`src/rtl/seq_approx_divider_pkg.sv`:
```
// Shared types and cell functions for the sequential approximate divider.
// Cells return {bout, diff}.
package seq_approx_divider_pkg;

  localparam int unsigned DIV_DW = 8;

  typedef enum logic {
    IDLE,
    RUN
  } state_e;

  function automatic int unsigned cnt_w(
    input int unsigned dw
  );
    return (dw > 2) ? $clog2(dw) : 1;
  endfunction

  localparam int unsigned CNT_W = cnt_w(DIV_DW);

  function automatic logic [1:0] exact_cell(
    input logic x,
    input logic y,
    input logic bin
  );
    logic bout;
    logic diff;
    diff = x ^ y ^ bin;
    bout = (~x & y) | (~(x ^ y) & bin);
    return {bout, diff};
  endfunction

  function automatic logic [1:0] approx_cell(
    input logic x,
    input logic y,
    input logic bin
  );
    logic bout;
    logic diff;
    bout = (~x & y & ~bin)
         | (x & ~y & bin)
         | (x & y & ~bin);
    diff = (~x & ~bin)
         | (x & ~y & ~bin)
         | (x & y & bin);
    return {bout, diff};
  endfunction

endpackage

```
`src/rtl/seq_approx_divider_div_row.sv`:
```
// One restoring-division row: borrow ripples from column 0 upwards,
// using approximate cells in the low triangle when enabled.
module div_row
  import seq_approx_divider_pkg::*;
#(
  parameter int unsigned DW       = 8,
  parameter int unsigned APPROX_K = 4
) (
  input  logic [DW-1:0]        x_i,
  input  logic                 t_i,
  input  logic [DW-1:0]        d_i,
  input  logic [cnt_w(DW)-1:0] k_i,
  input  logic                 approx_en_i,
  output logic                 q_bit_o,
  output logic [DW-1:0]        r_next_o
);

  logic [DW-1:0] diff;
  logic [1:0]    c;
  logic          b;

  always_comb begin
    diff = '0;
    c    = '0;
    b    = 1'b0;
    for (int j = 0; j < DW; j++) begin
      if (approx_en_i &&
          (j + int'(k_i)) < int'(APPROX_K)) begin
        c = approx_cell(x_i[j], d_i[j], b);
      end else begin
        c = exact_cell(x_i[j], d_i[j], b);
      end
      diff[j] = c[0];
      b       = c[1];
    end
    q_bit_o  = t_i | ~b;
    r_next_o = q_bit_o ? diff : x_i;
  end

endmodule

```
`src/rtl/seq_approx_divider.sv`:
```
// Iterative NW/DW restoring divider, one quotient bit per clock,
// with run-time approximate low triangle, dbz and overflow flags.
module seq_approx_divider
  import seq_approx_divider_pkg::*;
#(
  parameter int unsigned DW       = DIV_DW,
  parameter int unsigned NW       = 2 * DW,
  parameter int unsigned APPROX_K = 4
) (
  input  logic          clk,
  input  logic          rst,
  input  logic          start,
  input  logic [NW-1:0] n,
  input  logic [DW-1:0] d,
  input  logic          approx_en,
  output logic          ready,
  output logic          done,
  output logic [DW-1:0] q,
  output logic [DW-1:0] r,
  output logic          dbz,
  output logic          ovf
);

  localparam int unsigned KW =
    (DW == DIV_DW) ? CNT_W : cnt_w(DW);

  state_e        state_q, state_d;
  logic [KW-1:0] k_q, k_d;
  logic [NW-1:0] n_q, n_d;
  logic [DW-1:0] d_q, d_d;
  logic          apx_q, apx_d;
  logic [DW-1:0] rem_q, rem_d;
  logic [DW-1:0] qw_q, qw_d;
  logic          ovp_q, ovp_d;
  logic [DW-1:0] q_q, q_d;
  logic [DW-1:0] r_q, r_d;
  logic          dbz_q, dbz_d;
  logic          ovf_q, ovf_d;
  logic          done_q, done_d;

  logic          first;
  logic [DW-1:0] row_x;
  logic          row_t;
  logic          q_bit;
  logic [DW-1:0] r_next;

  // First row takes its operand straight from the dividend.
  assign first = (k_q == KW'(DW - 1));
  assign row_x = first ? n_q[NW-2:DW-1]
                       : {rem_q[DW-2:0], n_q[k_q]};
  assign row_t = first ? n_q[NW-1] : rem_q[DW-1];

  div_row #(
    .DW       (DW),
    .APPROX_K (APPROX_K)
  ) u_row (
    .x_i         (row_x),
    .t_i         (row_t),
    .d_i         (d_q),
    .k_i         (k_q),
    .approx_en_i (apx_q),
    .q_bit_o     (q_bit),
    .r_next_o    (r_next)
  );

  always_comb begin
    state_d = state_q;
    k_d     = k_q;
    n_d     = n_q;
    d_d     = d_q;
    apx_d   = apx_q;
    rem_d   = rem_q;
    qw_d    = qw_q;
    ovp_d   = ovp_q;
    q_d     = q_q;
    r_d     = r_q;
    dbz_d   = dbz_q;
    ovf_d   = ovf_q;
    done_d  = 1'b0;
    unique case (state_q)
      IDLE: begin
        if (start) begin
          n_d   = n;
          d_d   = d;
          apx_d = approx_en;
          rem_d = '0;
          qw_d  = '0;
          q_d   = '0;
          r_d   = '0;
          dbz_d = 1'b0;
          ovf_d = 1'b0;
          ovp_d = (d != '0) &&
                  (n[NW-1:DW] >= d);
          if (d == '0) begin
            done_d = 1'b1;
            q_d    = '1;
            r_d    = n[DW-1:0];
            dbz_d  = 1'b1;
          end else begin
            state_d = RUN;
            k_d     = KW'(DW - 1);
          end
        end
      end
      RUN: begin
        qw_d[k_q] = q_bit;
        rem_d     = r_next;
        k_d       = k_q - KW'(1);
        if (k_q == '0) begin
          state_d = IDLE;
          done_d  = 1'b1;
          q_d     = qw_d;
          r_d     = r_next;
          ovf_d   = ovp_q;
        end
      end
    endcase
  end

  always_ff @(posedge clk) begin
    if (rst) begin
      state_q <= IDLE;
      k_q     <= '0;
      n_q     <= '0;
      d_q     <= '0;
      apx_q   <= 1'b0;
      rem_q   <= '0;
      qw_q    <= '0;
      ovp_q   <= 1'b0;
      q_q     <= '0;
      r_q     <= '0;
      dbz_q   <= 1'b0;
      ovf_q   <= 1'b0;
      done_q  <= 1'b0;
    end else begin
      state_q <= state_d;
      k_q     <= k_d;
      n_q     <= n_d;
      d_q     <= d_d;
      apx_q   <= apx_d;
      rem_q   <= rem_d;
      qw_q    <= qw_d;
      ovp_q   <= ovp_d;
      q_q     <= q_d;
      r_q     <= r_d;
      dbz_q   <= dbz_d;
      ovf_q   <= ovf_d;
      done_q  <= done_d;
    end
  end

  assign ready = (state_q == IDLE);
  assign done  = done_q;
  assign q     = q_q;
  assign r     = r_q;
  assign dbz   = dbz_q;
  assign ovf   = ovf_q;

endmodule

```
`config.mk`:
```
export PLATFORM = sky130hd
export DESIGN_NAME = seq_approx_divider
export DESIGN_NICKNAME = d
export VERILOG_FILES = /design/src/rtl/seq_approx_divider_pkg.sv /design/src/rtl/seq_approx_divider_div_row.sv /design/src/rtl/seq_approx_divider.sv
export SDC_FILE = /design/constraint.sdc
export NUM_CORES = 1
export LEC_CHECK = 0
export ABC_AREA = 1
export CORE_UTILIZATION = 50
export CTS_CLUSTER_DIAMETER = 150
export DETAILED_ROUTE_END_ITERATION = 16
export DONT_BUFFER_PORTS = 1
export GPL_ROUTABILITY_DRIVEN = 0
export HOLD_SLACK_MARGIN = 0.12
export PLACE_DENSITY = 0.64
export RECOVER_POWER = 25
export SLEW_MARGIN = 30
export SYNTH_ARGS = -nofsm -noshare
export SYNTH_HDL_FRONTEND = slang
export SYNTH_HIERARCHICAL = 1
export SYNTH_SLANG_ARGS = --single-unit
```
`constraint.sdc`:
```
create_clock -name clk -period 11.3 [get_ports clk]
set_input_delay 1.13 -clock clk [delete_from_list [all_inputs] [get_ports clk]]
set_output_delay 1.13 -clock clk [all_outputs]
set_load 0.1 [all_outputs]
```
# [Word level (Yosys, flattened, before mapping)]
# Cells that the tools add are included.
[totals] reg_bits=65 latch_bits=0 ram_bits=0 rom_bits=0 in_bits=28 out_inout_bits=20 elab_cells=252 mem_count=0
[classes] n_addsub=8 multipliers=0 n_div=0 n_lt_le_gt_ge=12 eq_ne=4 shift=0 muxes=41 bitwise_logic=158 reduce_logical=16
[op_table] op="$lt 32x4->1 const B" count=7
[op_table] op="$and 1x1->1" count=73
[op_table] op="$mux 8" count=9
[op_table] op="$pmux 8 s2" count=4
[op_table] op="$or 1x1->1" count=38
[op_table] op="$not 1->1" count=32
[op_table] op="$add 3x3->4 const A" count=4
[op_table] op="$mux 2" count=8
[op_table] op="$xor 1x1->1" count=15
[op_table] op="$mux 1" count=11
[op_table] op="$logic_and 1x1->1" count=10
[op_table] op="$add 2x3->4 const A" count=2
[op_table] op="$bwmux 8" count=1
[op_table] op="$ge 8x8->1" count=1
[op_table] op="$logic_not 8->1" count=1
[op_table] op="$reduce_bool 8->1" count=1
[op_table] op="$mux 3" count=2
[op_table] op="$pmux 1 s2" count=3
[op_table] op="$pmux 3 s2" count=1
[op_table] op="$reduce_and 2->1" count=3
[op_table] op="$lt 3x5->1 const B" count=1
[op_table] op="$add 1x3->4 const A" count=1
[op_table] op="$lt 3x4->1 const B" count=1
[op_table] op="$ne 2x2->1 const B" count=2
[op_table] op="8 further kinds" count=8

# [Depth between registers and ports, before layout]
[logic_depth] word_depth=47 depth_mapped=36 ltp_nobuf=35

# [Modules after synthesis]
# The synthesis kept the hierarchy.
[modules_own_cells] module="seq_approx_divider" instances=1 cells_each=400 area_each_um2=3019.1 seq_area_each_um2=1301.2
[modules_own_cells] module="div_row" instances=1 cells_each=101 area_each_um2=695.7 seq_area_each_um2=0.0

# [Worst setup path before layout]
# Ideal clock, no wire load.
[synth_path] kind="flip-flop to flip-flop" startpoint="register k_q[1]" endpoint="register q_q[2], in the netlist q[2]" setup_ps=74 arrival_time_ps=5587 required_ps=11226 slack_ps=5638 stages_incl_launch_ff=34 path_buffers=0 synth_period_minus_slack_ps=5662 path_cell_list="dfxtp_1 > ha_1 > nand2_2 > clkinv_1 > nor2_1 > a21oi_1 > inv_1 > ha_1 > inv_1 > nand2_2 > fa_1 > nand3b_2 > nand2_2 > inv_1 > fa_1 > or2_2 > nand2_2 > inv_1 > fa_1 > o21ai_0 > nand2_1 > fa_1 > fa_1 > inv_1 > fa_1 > inv_1 > fa_1 > inv_1 > nor2_1 > inv_2 > inv_1 > o21ai_0 > nand2_1 > a31oi_1"
[synth_via] elab_chain_cells=47 elab_cells_between_ends=151 classes_between="7 x add/sub; 10 x order compare; 2 x eq/ne; 17 x mux; 104 x bitwise; 11 x reduce/logical"
[synth_lines] element="start: declaration" line_no="seq_approx_divider.sv:28" rtl="logic [KW-1:0] k_q, k_d;"
[synth_lines] element="start signal: assignment" line_no="seq_approx_divider.sv:137" rtl="k_q <= k_d;"
[synth_lines] element="$bmux 1 s3" line_no="seq_approx_divider.sv:50" rtl=": {rem_q[DW-2:0], n_q[k_q]};"
[synth_lines] element="$mux 1 (implied by the code)" line_no="seq_approx_divider.sv:50"
[synth_lines] element="$mux 8 *" line_no="seq_approx_divider.sv:49" rtl="assign row_x = first ? n_q[NW-2:DW-1]"
[synth_lines] element="named net row_x[0]" line_no="seq_approx_divider.sv:42" rtl="logic [DW-1:0] row_x;"
[synth_lines] element="$not 1->1" line_no="seq_approx_divider_pkg.sv:28, seq_approx_divider_pkg.sv:39"
[synth_lines] element="$and 1x1->1" line_no="seq_approx_divider_pkg.sv:28, seq_approx_divider_pkg.sv:39"
[synth_lines] element="$or 1x1->1" line_no="seq_approx_divider_pkg.sv:41" rtl="| (x & y & ~bin);"
[synth_lines] element="$mux 2 *" line_no="seq_approx_divider_div_row.sv:27" rtl="if (approx_en_i &&"
[synth_lines] element="[33 not listed]"
[synth_lines] element="$or 1x1->1" line_no="seq_approx_divider_pkg.sv:41"
[synth_lines] element="$mux 2 *" line_no="seq_approx_divider_div_row.sv:27"
[synth_lines] element="$not 1->1 *" line_no="seq_approx_divider_div_row.sv:36" rtl="q_bit_o = t_i | ~b;"
[synth_lines] element="$or 1x1->1 *" line_no="seq_approx_divider_div_row.sv:36"
[synth_lines] element="named net q_bit" line_no="seq_approx_divider.sv:44" rtl="logic q_bit;"
[synth_lines] element="$bwmux 8 *" line_no="seq_approx_divider.sv:106" rtl="qw_d[k_q] = q_bit;"
[synth_lines] element="$mux 8 *" line_no="seq_approx_divider.sv:109" rtl="if (k_q == '0) begin"
[synth_lines] element="$pmux 8 s2 *" line_no="seq_approx_divider.sv:80" rtl="unique case (state_q)"
[synth_lines] element="end signal: assignment" line_no="seq_approx_divider.sv:144" rtl="q_q <= q_d;"
[synth_lines] element="end: declaration" line_no="seq_approx_divider.sv:35" rtl="logic [DW-1:0] q_q, q_d;"
# The timed path passes the listed nets; every way through them passes the cells marked *. The select of a mux whose other input is x is not followed.
# A chain may end at the register's enable or synchronous reset.

# [Worst setup path after layout]
[layout_path] startpoint="register k_q[1]" endpoint="register qw_q[2]"
[layout_via] elab_chain_cells=46 elab_cells_between_ends=147 classes_between="7 x add/sub; 10 x order compare; 1 x eq/ne; 16 x mux; 104 x bitwise; 9 x reduce/logical"
[layout_lines] element="$bmux 1 s3" line_no="seq_approx_divider.sv:50"
[layout_lines] element="$mux 1 (implied by the code)" line_no="seq_approx_divider.sv:50"
[layout_lines] element="$mux 8 *" line_no="seq_approx_divider.sv:49"
[layout_lines] element="named net row_x[0]" line_no="seq_approx_divider.sv:42"
[layout_lines] element="$not 1->1" line_no="seq_approx_divider_pkg.sv:28, seq_approx_divider_pkg.sv:39"
[layout_lines] element="$and 1x1->1" line_no="seq_approx_divider_pkg.sv:28, seq_approx_divider_pkg.sv:39"
[layout_lines] element="$or 1x1->1" line_no="seq_approx_divider_pkg.sv:41"
[layout_lines] element="$mux 2 *" line_no="seq_approx_divider_div_row.sv:27"
[layout_lines] element="[32 not listed]"
[layout_lines] element="$or 1x1->1" line_no="seq_approx_divider_pkg.sv:40" rtl="| (x & ~y & bin)"
[layout_lines] element="$or 1x1->1" line_no="seq_approx_divider_pkg.sv:41"
[layout_lines] element="$mux 2 *" line_no="seq_approx_divider_div_row.sv:27"
[layout_lines] element="$not 1->1 *" line_no="seq_approx_divider_div_row.sv:36"
[layout_lines] element="$or 1x1->1 *" line_no="seq_approx_divider_div_row.sv:36"
[layout_lines] element="named net q_bit" line_no="seq_approx_divider.sv:44"
[layout_lines] element="$bwmux 8 *" line_no="seq_approx_divider.sv:106"
[layout_lines] element="$pmux 8 s2 *" line_no="seq_approx_divider.sv:80"
[layout_lines] element="end signal: assignment" line_no="seq_approx_divider.sv:142" rtl="qw_q <= qw_d;"
[layout_lines] element="end: declaration" line_no="seq_approx_divider.sv:33" rtl="logic [DW-1:0] qw_q, qw_d;"
# Marked as above.

==> flow_summary.toml <==
[finish]
layout.area.seq_um2 = 1301
area_growth_pct = 4.985
nets = 550
num_antenna_cells = 0
final_core_util = 0.5406
multi_input_area_um2 = 2011
final_layout_size_suffix_gt1_frac = 0.09658
nFillCells = 739
layout_commonest_cell = "nand2_1"
layout_common_cells = "nand2_1, nor2_1, dfxtp_1"

[clock_tree]
cts_max_path_buffers = 2
cts-resized-gates = 0
root_buffer = "clkbuf_8"
clock_sinks = 65
cts_made_buffers = 9
cts_tree = "built"
clock_latency_ns = 0.35
cts_max_level = 3
clk_pin_slew_ns = 0.08
post-cts-setup-buffers = 0
hold_buffers = 0

[logic_synthesis]
ys_types = 37
seq_area_frac_synth = 0.3503
syn_area_per_cell_um2 = 7.415
yosysWarnings = 6
syn_area_um2 = 3715
synthFlopType = "dfxtp_1"
synth-async-reset-ratio = 0
synthesis.nets = 559
synth_edf_count = 0
post_synth_inst_count = 501
ys_ff_latch = 65

[run_status]
status = "complete, but fails checks"
violations = "max-capacitance violations, max-slew violations"

[critical_path]
reg2reg_depth = 33
required_ns = 11.58
path_class = "reg -> reg"
startpoint = "k_q[1]"
r2r-start = "k_q[1]"
cpMaxStageDelayCell = "dfxtp_1"
worst_path_most_repeated_cell = "inv_1"
rrSetupSlack_ns = 4.64
crit_fanout = 15
endpoint = "qw_q[2]"
critPathArrivalTime_ns = 6.93
end_kind = "flop"
r2r-end = "qw_q[2]"
slowest_delay_ns = 0.69
start_kind = "flop"

[power]
combPwrFrac = 0.192
pwr-share-seq = 0.468
p_sw_frac = 0.3682
clockPowerShare = 0.341
p_int_w = 0.0004219
ir_drop_uv = 121.8
total_leakage_power_nw = 1.674
netSwitchingPower_w = 0.0002459
powerDensity_nw_per_um2 = 171.2

[drt]
vias = 3176
drc = 0
drt-initial-drc-count = 249
antenna_left = 0
wl_per_cell_um = 14.45
routed_via_density = 5.329
dr.pass1.iters = 4
wirelength_mm = 8.613

[sta]
relSlewSlack = -0.09274
maxSlewViolCount = 17
hold_violations = 0
period_needed_ns = 6.659
grt_setup_unrepaired = "no"
finClkSkew_ns = 0.01042
fin_ws_ns = 4.641
fmax_mhz = 150.2
worstMarginPinSlew_ns = 1.630
setup_tns_ns = 0
finalSetupViolations = 0
finalCritPeriodShare = 0.5893

[global_route]
antenna_found_initial = 0
globalRouteOverflowTotal = 0
grt_max_degree = 44
grtUsageTotal = 0.2490
grt_first_pass_wirelength_mm = 14.67
grt_pass1_vias = 3014

[floorplanning]
rows = 31
core_um2 = 7214
floorplan.initialDensity = 0.5149
io_pins = 48
die_w_um = 88.20
fp.dieH_um = 88.20
dieArea_um2 = 7778

[run]
maxCapViolCount = 1

[place]
post-place-ws_ns = 4.722
port_buffers = 0
dp_hpwl_mm = 6.086

[hold_path]
min_path_type = "reg -> reg"
power groups by stage:
stage | Clock, W | Combinational [W] | Sequential, W
floorplan | 0 | 0.000114 | 0.000308
CTS | 0.000230 | 0.000129 | 0.000313
detailed placement | 0 | 0.000129 | 0.000318
global placement | 0 | 0.000127 | 0.000318
global route | 0.000241 | 0.000150 | 0.000315
finish | 0.000227 | 0.000128 | 0.000312
sequential cells by signal, summed over array words and instances (netlist names):
| name | count |
|---|---|
| ovp_q | 1 |
| dbz | 1 |
| r | 8 |
| d_q | 8 |
| q | 8 |
| n_q | 16 |
| qw_q | 8 |
| done | 1 |
| rem_q | 8 |
| apx_q | 1 |
| state_q | 1 |
| ovf | 1 |
| k_q | 3 |
kinds of logic after synthesis:
logic type                 count (synthesis)  share of synthesized area
and+or+nand+nor                          204                     0.2533
AOI/OAI and AO/OA                        120                     0.1792
buffers and inverters                     82                     0.1021
DFF                                       65                     0.3503
adders and majority gates                 30                     0.1152
worst min-delay path by stage:
stage / end / slack (ns) / start / depth (start not counted)
global placement: n_q[5] / 0.44 / n_q[5] / 2
global route: rem_q[5] / 0.47 / rem_q[5] / 2
CTS: rem_q[5] / 0.46 / rem_q[5] / 2
finish: rem_q[5] / 0.46 / rem_q[5] / 2
detailed placement: rem_q[5] / 0.45 / rem_q[5] / 2
floorplan: n_q[5] / 0.42 / n_q[5] / 2
synth_stat cells (all sizes together) (3+ instances only):
cell type  instances  area, um2
nand2             95      402.9
nor2              67      282.8
dfxtp             65       1301
inv               60      235.2
o21ai             58      290.3
a21oi             39      210.2
nand3             31      182.7
ha                23      287.8
buf               16      121.4
a31oi             10      62.56
fa                 7      140.1
nand4              6      37.54
o21bai             6      45.04
clkbuf             5      18.77
a211oi             3      27.52
o21a               3      22.52
or2                3      18.77
area by class of cell:
cell class,instances,area share
clock inverter,6,0.02278
multi-input combinational,354,0.5156
tap,99,0.03176
clock buffer,10,0.03529
timing repair buffer,1,0.0009625
inverter,61,0.05999
sequential,65,0.3337
worst max-delay path, delay by kind of cell, from the launching register on:
family,cells,cell delay (ns)
AO/OA/AOI/OAI,4,0.75
flip-flops,1,0.69
buffers and inverters,10,1.04
AND/OR/NAND/NOR,10,1.33
adder cells (fa/ha/maj),9,2.76
through the flow:
stage / hold WS, ns / instance area [um2] / total power [W] / std cells
after global placement: 0.4414 / 3706 / 0.0004443 / 580
after CTS: 0.4581 / 3933 / 0.0006722 / 596
after global routing: 0.4744 / 3900 / 0.0007060 / 596
final: 0.4585 / 3900 / 0.0006678 / 596
after detailed placement: 0.4474 / 3706 / 0.0004461 / 580
after floorplan: 0.4246 / 3715 / 0.0004219 / 501
layer usage:
layer  vias to the layer above  routed length (um)  track usage
met2                        77                3704       0.3692
met1                      1467                4251       0.3525
met3                        11                 527      0.04430
li1                       1621                   -            -
met4                         0                 129       0.1100
met5                         -                   0            0
(Power assumes the default switching activity.)
